--- src/rtl/sm3_pkg.sv ---
// sm3_pkg: SM3 widths, initial chaining value and sequencer state encoding.
package sm3_pkg;
  localparam int WORD_W = 32;
  localparam int V_W = 8 * WORD_W;
  localparam int BLOCK_W = 512;
  localparam logic [V_W-1:0] IV = 256'h7380166f4914b2b9172442d7da8a0600a96f30bc163138aae38dee4db0fb0e4e;
  typedef enum logic [2:0] {IDLE, PAD, LOAD, COMP, UPDATE, FIN} state_t;
endpackage

--- src/rtl/sm3_block_count.sv ---
// sm3_block_count: number of padded 512-bit blocks for a message of length bits.
module sm3_block_count
  import sm3_pkg::*;
#(
  parameter int LEN_W = 64
) (
  input  logic [LEN_W-1:0] length,
  output logic [LEN_W:0]   count
);
  logic [LEN_W:0] sum;
  // ceil((L + 65) / 512) == (L + 576) >> 9, one extra bit keeps L = 2^LEN_W-1 exact
  assign sum = {1'b0, length} + (LEN_W+1)'(BLOCK_W + 64);
  assign count = sum >> $clog2(BLOCK_W);
endmodule

--- src/rtl/sm3_block_sequencer.sv ---
// sm3_block_sequencer: walks padder and compression function through every block of one SM3 hash.
module sm3_block_sequencer
  import sm3_pkg::*;
#(
  parameter int LEN_W = 64
) (
  input  logic               clk,
  input  logic               rst,
  input  logic               start,
  input  logic               abort,
  input  logic [LEN_W-1:0]   length,
  output logic               pad_en,
  input  logic               pad_done,
  input  logic [BLOCK_W-1:0] pad_block,
  output logic               cf_en,
  output logic [V_W-1:0]     cf_v,
  output logic [BLOCK_W-1:0] cf_block,
  input  logic               cf_done,
  input  logic [V_W-1:0]     cf_out,
  output logic               busy,
  output logic               done,
  output logic [V_W-1:0]     digest
);
  state_t         state;
  logic [LEN_W:0] blocks_left;
  logic [LEN_W:0] count;

  sm3_block_count #(.LEN_W(LEN_W)) u_count (.length(length), .count(count));

  always_ff @(posedge clk or posedge rst)
    if (rst) begin
      state <= IDLE;
      pad_en <= 1'b0;
      cf_en <= 1'b0;
      busy <= 1'b0;
      done <= 1'b0;
      digest <= '0;
      cf_v <= IV;
      cf_block <= '0;
      blocks_left <= '0;
    end else if (abort) begin
      state <= IDLE;
      pad_en <= 1'b0;
      cf_en <= 1'b0;
      busy <= 1'b0;
      done <= 1'b0;
    end else begin
      done <= 1'b0;
      case (state)
        IDLE: if (start) begin
          cf_v <= IV;
          blocks_left <= count;
          pad_en <= 1'b1;
          busy <= 1'b1;
          state <= PAD;
        end
        PAD: if (pad_done) begin
          cf_block <= pad_block;
          pad_en <= 1'b0;
          state <= LOAD;
        end
        LOAD: begin
          cf_en <= 1'b1;
          state <= COMP;
        end
        COMP: if (cf_done) begin
          cf_en <= 1'b0;
          state <= UPDATE;
        end
        UPDATE: begin
          cf_v <= cf_out;
          blocks_left <= blocks_left - (LEN_W+1)'(1);
          if (blocks_left == (LEN_W+1)'(1)) begin
            digest <= cf_out;
            done <= 1'b1;
            state <= FIN;
          end else begin
            pad_en <= 1'b1;
            state <= PAD;
          end
        end
        FIN: begin
          busy <= 1'b0;
          state <= IDLE;
        end
        default: state <= IDLE;
      endcase
    end
endmodule

--- config.mk ---
export PLATFORM = sky130hd
export DESIGN_NAME = sm3_block_sequencer
export DESIGN_NICKNAME = d
export VERILOG_FILES = /design/src/rtl/sm3_pkg.sv /design/src/rtl/sm3_block_count.sv /design/src/rtl/sm3_block_sequencer.sv
export SDC_FILE = /design/constraint.sdc
export NUM_CORES = 2
export LEC_CHECK = 0
export ABC_AREA = 1
export CAP_MARGIN = 20
export CORE_AREA = 10 10 709 711
export DETAILED_ROUTE_END_ITERATION = 6
export DIE_AREA = 0 0 719 721
export GPL_TIMING_DRIVEN = 0
export PLACE_DENSITY_LB_ADDON = 0.12
export SYNTH_ARGS = -nofsm -noshare
export SYNTH_HDL_FRONTEND = slang
export SYNTH_HIERARCHICAL = 1
export SYNTH_SLANG_ARGS = --single-unit
--- constraint.sdc ---
create_clock -name clk -period 49.9 [get_ports clk]
set_input_delay 7.485 -clock clk [delete_from_list [all_inputs] [get_ports clk]]
set_output_delay 7.485 -clock clk [all_outputs]
set_load 0.05 [all_outputs]
Word-level counts from Yosys, hierarchy flattened

Index checks and enable logic that the tools add are counted.

Register bits after elaboration: 1096
Word-level logic and storage cells: 58

Add/subtract/negate cells: 2
Multiplexer cells: 23
Equality and inequality tests: 11
Bitwise gates (word level): 1
Reductions and logical operators: 12

Operator list:

| cell                                                | number |
|---|---|
| one-hot mux 256 bit (2 select lines)                | 1 |
| 2-to-1 mux 256 bit                                  | 1 |
| one-hot mux 65 bit (2 select lines)                 | 1 |
| adder 64 x 10 -> 65 bit (second input constant)     | 1 |
| == test 65 x 1 -> 1 bit (second input constant)     | 1 |
| 2-to-1 mux 65 bit                                   | 1 |
| subtractor 65 x 1 -> 65 bit (second input constant) | 1 |
| 2-to-1 mux 3 bit                                    | 5 |
| one-hot mux 3 bit (5 select lines)                  | 1 |
| != test 3 bit (second input constant)               | 4 |
| AND reduction 3 bit                                 | 4 |
| 2-to-1 mux 1 bit                                    | 10 |
| == test 3 x 2 -> 1 bit (second input constant)      | 2 |
| == test 3 bit (second input constant)               | 2 |
| nonzero test 3 bit                                  | 2 |
| one-hot mux 1 bit (2 select lines)                  | 2 |
| AND reduction 2 bit                                 | 2 |
| AND reduction 4 bit                                 | 1 |
| nonzero test 4 bit                                  | 1 |
| == test 3 x 1 -> 1 bit (second input constant)      | 1 |
| logical NOT 3 bit                                   | 1 |
| one-hot mux 1 bit (3 select lines)                  | 1 |
| != test 2 bit (second input constant)               | 1 |
| nonzero test 2 bit                                  | 1 |
| NOT 1 bit                                           | 1 |

Longest topological paths before layout

Depth in word-level cells: 4
Depth in mapped cells: 14

Modules after synthesis

Netlist, hierarchy kept.

Modules (own cells, without submodules):

| module              | cells an instance | sequential area each (um2) | times used | area each (um2) |
|---|---|---|---|---|
| sm3_block_sequencer | 4011              | 27575.2                    | 1          | 44087.3 |
| sm3_block_count     | 421               | 0.0                        | 1          | 1930.6 |

Worst setup path before layout

No wires, ideal clock.

Kind: input port to flip-flop
From: in length[7]
To: reg blocks_left[48]
Path buffers: 0
Setup time: 0.113 ns
Arrival time: 8.687 ns
Data required time: 49.787 ns
Stages: 12
Path slack: 41.100 ns
Path through: nand3_1 > nand2_2 > nand3_1 > nor2_2 > nand2_1 > nand2_1 > nand2_1 > or2_2 > nand2_1 > nand2_1 > nand2_1 > inv_1

Longest elaborated chain between the ends: 3

RTL lines:

| element                             | line                      | source |
|---|---|---|
| from (decl)                         | sm3_block_sequencer.sv:11 | `input logic [LEN_W-1:0] length,` |
| adder 64 x 10 -> 65 bit             | sm3_block_count.sv:12     | `assign sum = {1'b0, length} + (LEN_W+1)'(BLOCK_W + 64);` |
| via count[48]                       | sm3_block_sequencer.sv:26 | `logic [LEN_W:0] count;` |
| 2-to-1 mux 65 bit                   | sm3_block_sequencer.sv:50 | `IDLE: if (start) begin` |
| one-hot mux 65 bit (2 select lines) | sm3_block_sequencer.sv:49 | `case (state)` |
| to (signal assigned)                | sm3_block_sequencer.sv:52 | `blocks_left <= count;` |
| to (signal assigned)                | sm3_block_sequencer.sv:72 | `blocks_left <= blocks_left - (LEN_W+1)'(1);` |
| to (decl)                           | sm3_block_sequencer.sv:25 | `logic [LEN_W:0] blocks_left;` |

The timed path passes the listed nets, and every way through them passes these cells. The select of a mux whose other input is x is not followed.
A chain may end at the register's enable or synchronous reset.

==> results.ini <==
[timing]
worst_clock_skew_ns=0.07540
finalSetupViolCount=0
holdWs_ns=0.4699
finalSetupTns_ns=0
fin_crit_sh_pct=20.63
rsz0062_at_grt=no
slew_headroom_pct=20.14
max_freq_mhz=97.15
period_minus_slack_ns=10.29
finalMaxSlewViolations=0
finalHoldViolations=0
tightest_slew_ns=1.194

[clock_tree]
cts_hold_buf=0
clockBufferDepth=4
cts-root-buf=clkbuf_16
clock_sinks=1096
clk_latency_ns=0.89
tritoncts=yes
cts_resized=0
clk_pin_slew_ns=0.05
cts_setup_buffers=0
cts_buffers=175
h-tree-depth=4

[logic_synthesis]
synth.distinct_cells=39
syn_area_mm2=0.04602
ys_warn_count=6
syn_inst=4432
ys_ff_latch=1096
seq_area_frac_synth_pct=59.92
syn_area_per_cell_um2=10.38

[layout]
fin_nets=7375
synthToLayoutAreaGrowth_pct=74.47
layout_commonest_cell=clkdlybuf4s50_1
final_cell_mix=1851 x clkdlybuf4s50_1, 977 x dfrtp_1, 917 x nand2_1, 512 x mux2_2, 448 x nor2_1
fillers=54600
drive_gt1_share_pct=17.35

[critical_path]
critical_path_arrival_ns=11.26
crit_family=buffers and inverters
r2r_slack_ns=46.70
worst_r2r_path_depth=7
critPathMaxFanout=98
cpPeakStageDelay_ns=0.50
criticalPathCategory=input pin to asynchronous set/reset pin
reg2reg_from=state[2]$_DFFE_PP0P_
critical_path.most_common_cell=buf_16
slowest_stage=clkdlybuf4s50_1
critPathRequiredTime_ns=50.87
path_cells=clkdlybuf4s50_1, inv_8, buf_16, buf_16, buf_16, buf_16, buf_16, buf_16
worst-path-buf-inv=8
reg2reg_to=blocks_left[2]$_DFFE_PP0P_
crit_path_start_kind=input pin
end_kind=asynchronous set/reset pin

[status]
status=finished, final reports clean

[floorplan]
rows=257
die_h_um=721
die_area_mm2=0.5184
io_pins=1866
fp.coreArea_mm2=0.4884
die_x_um=719
initial_core_util_pct=9.421

[hold_path]
worstHoldStart=pad_en$_DFFE_PP0P_
holdPathStages=2
hp-class=flip-flop to flip-flop
hold_end=pad_en$_DFFE_PP0P_

[power]
ir_worst_vdd_mv=0.02852
leakagePower_nw=32.45
power.density_mw_per_mm2=70.06

[route]
routed_wl_um=484000
drc=0
vias=44170
antenna_left=0
dr.pass1.iters=6
drt_iter0_drc=3172
routed_via_density=3.344
wl_per_cell_um=36.64

[grt]
grt_pass1_vias=44380
grt_usage_pct=17.85
grt_first_pass_wirelength_um=591900
globalRoute.totalOverflow=0
grt_max_degree=112
antenna_found_initial=326

[place]
io_buffers=1859
gp_congestion=1.019
place_hpwl_um=421800

[flow_run]
cap_violations=0

-- metal layers --
layer	GRT usage (%)	routed length, µm
met5	0	650
met1	21.38	197000
met2	30.89	234600
met4	2.892	9699
met3	6.606	42020
-- how the worst max path moves through the flow --
stage / startpoint / to / slack [ns] / cells past startpoint
floorplan: rst / blocks_left[0]$_DFFE_PP0P_ / 11.75 / 1
global placement: rst / cf_block[133]$_DFFE_PP0P_ / -11.58 / 2
detailed placement: rst / cf_block[133]$_DFFE_PP0P_ / 38.49 / 8
CTS: rst / cf_block[130]$_DFFE_PP0P_ / 39.50 / 8
global route: rst / cf_block[469]$_DFFE_PP0P_ / 39.19 / 8
finish: rst / cf_block[130]$_DFFE_PP0P_ / 39.61 / 8
-- cells in the mapped netlist --
library cell | instances | area share [%]
clkinv_1 | 1 | 0.0081
nor3_2 | 1 | 0.022
nand3_2 | 1 | 0.022
buf_6 | 12 | 0.29
o21ai_0 | 179 | 1.9
dfstp_2 | 119 | 6.8
buf_4 | 9 | 0.15
a41oi_1 | 4 | 0.076
mux2_2 | 512 | 13
xnor2_1 | 16 | 0.30
or2_2 | 6 | 0.082
ha_1 | 2 | 0.054
a22oi_1 | 3 | 0.049
nor2_2 | 19 | 0.26
o21bai_1 | 3 | 0.049
nor3_1 | 8 | 0.087
dfrtp_1 | 977 | 53
nand2_1 | 917 | 7.5
buf_2 | 102 | 1.1
a31oi_1 | 117 | 1.6
nor2_4 | 6 | 0.15
o21ai_1 | 155 | 1.7
o211ai_1 | 1 | 0.016
inv_1 | 401 | 3.3
a21oi_1 | 17 | 0.18
inv_2 | 6 | 0.049
nand2_2 | 11 | 0.15
o21a_1 | 1 | 0.016
nor2_1 | 448 | 3.7
nand3b_1 | 13 | 0.21
o22ai_1 | 10 | 0.14
o31ai_1 | 133 | 2.2
nand3_1 | 72 | 0.78
clkbuf_1 | 101 | 0.82
xor2_1 | 12 | 0.23
nand4_1 | 24 | 0.33
buf_1 | 11 | 0.090
conb_1 | 1 | 0.0081
a32oi_1 | 1 | 0.019
-- through the flow --
stage / setup WS [ns] / utilization, % / total power, W / instance area (µm²) / cells
3_5_place_dp: 38.49 / 15.14 / 0.004378 / 73970 / 12820
3_3_place_gp: -11.58 / 14.90 / 0.004358 / 72760 / 12770
4_1_cts: 39.50 / 16.36 / 0.005765 / 79900 / 13140
6_report: 39.61 / 16.44 / 0.005625 / 80290 / 13210
2_1_floorplan: 11.75 / - / 0.002876 / 46050 / 4440
5_1_grt: 39.19 / 16.41 / 0.005858 / 80160 / 13160
-- worst reg2reg max path: stages, from the launching register on --
cell and delay, ns:
dfrtp_1 0.44, inv_2 0.09, nand3_1 0.08, nand3_1 0.43
inv_1 0.30, buf_2 0.67, buf_2 0.81, a32oi_1 0.21
-- final cells by class --
class / instances / area, µm² / share of cell area [%]
Inverter: 408 / 1539 / 1.917
Clock inverter: 64 / 887.1 / 1.105
Buffer: 235 / 1147 / 1.429
Antenna cell: 59 / 147.6 / 0.1839
Multi-Input combinational cell: 2701 / 15810 / 19.70
Tap cell: 6475 / 8102 / 10.09
Sequential cell: 1096 / 27580 / 34.35
Timing Repair Buffer: 1918 / 20030 / 24.95
Clock buffer: 253 / 5045 / 6.284
-- logic make-up after synthesis --
family                     count (synthesis)  synth area share (%)
adders and majority gates                  2               0.05437
DFF                                     1096                 59.92
xor gates and xnor gates                  28                0.5329
buffers and inverters                    643                 5.791
other                                      1              0.008149
AOI/OAI and AO/OA                        624                 7.939
muxes                                    512                 12.53
and+or+nand+nor                         1526                 13.22
-- flip-flops by register name, summed over array words and instances, names as in the netlist --
name and count:
busy 1, cf_en 1, pad_en 1, cf_block 512
state 3, digest 256, cf_v 256, blocks_left 65
done 1
-- where the power goes --
group,switching (W),internal [W]
Sequential,0.000273,0.00122
Combinational,0.00198,0.000826
Clock,0.000535,0.000790
Note: power is estimated with default switching activity, not from simulation.
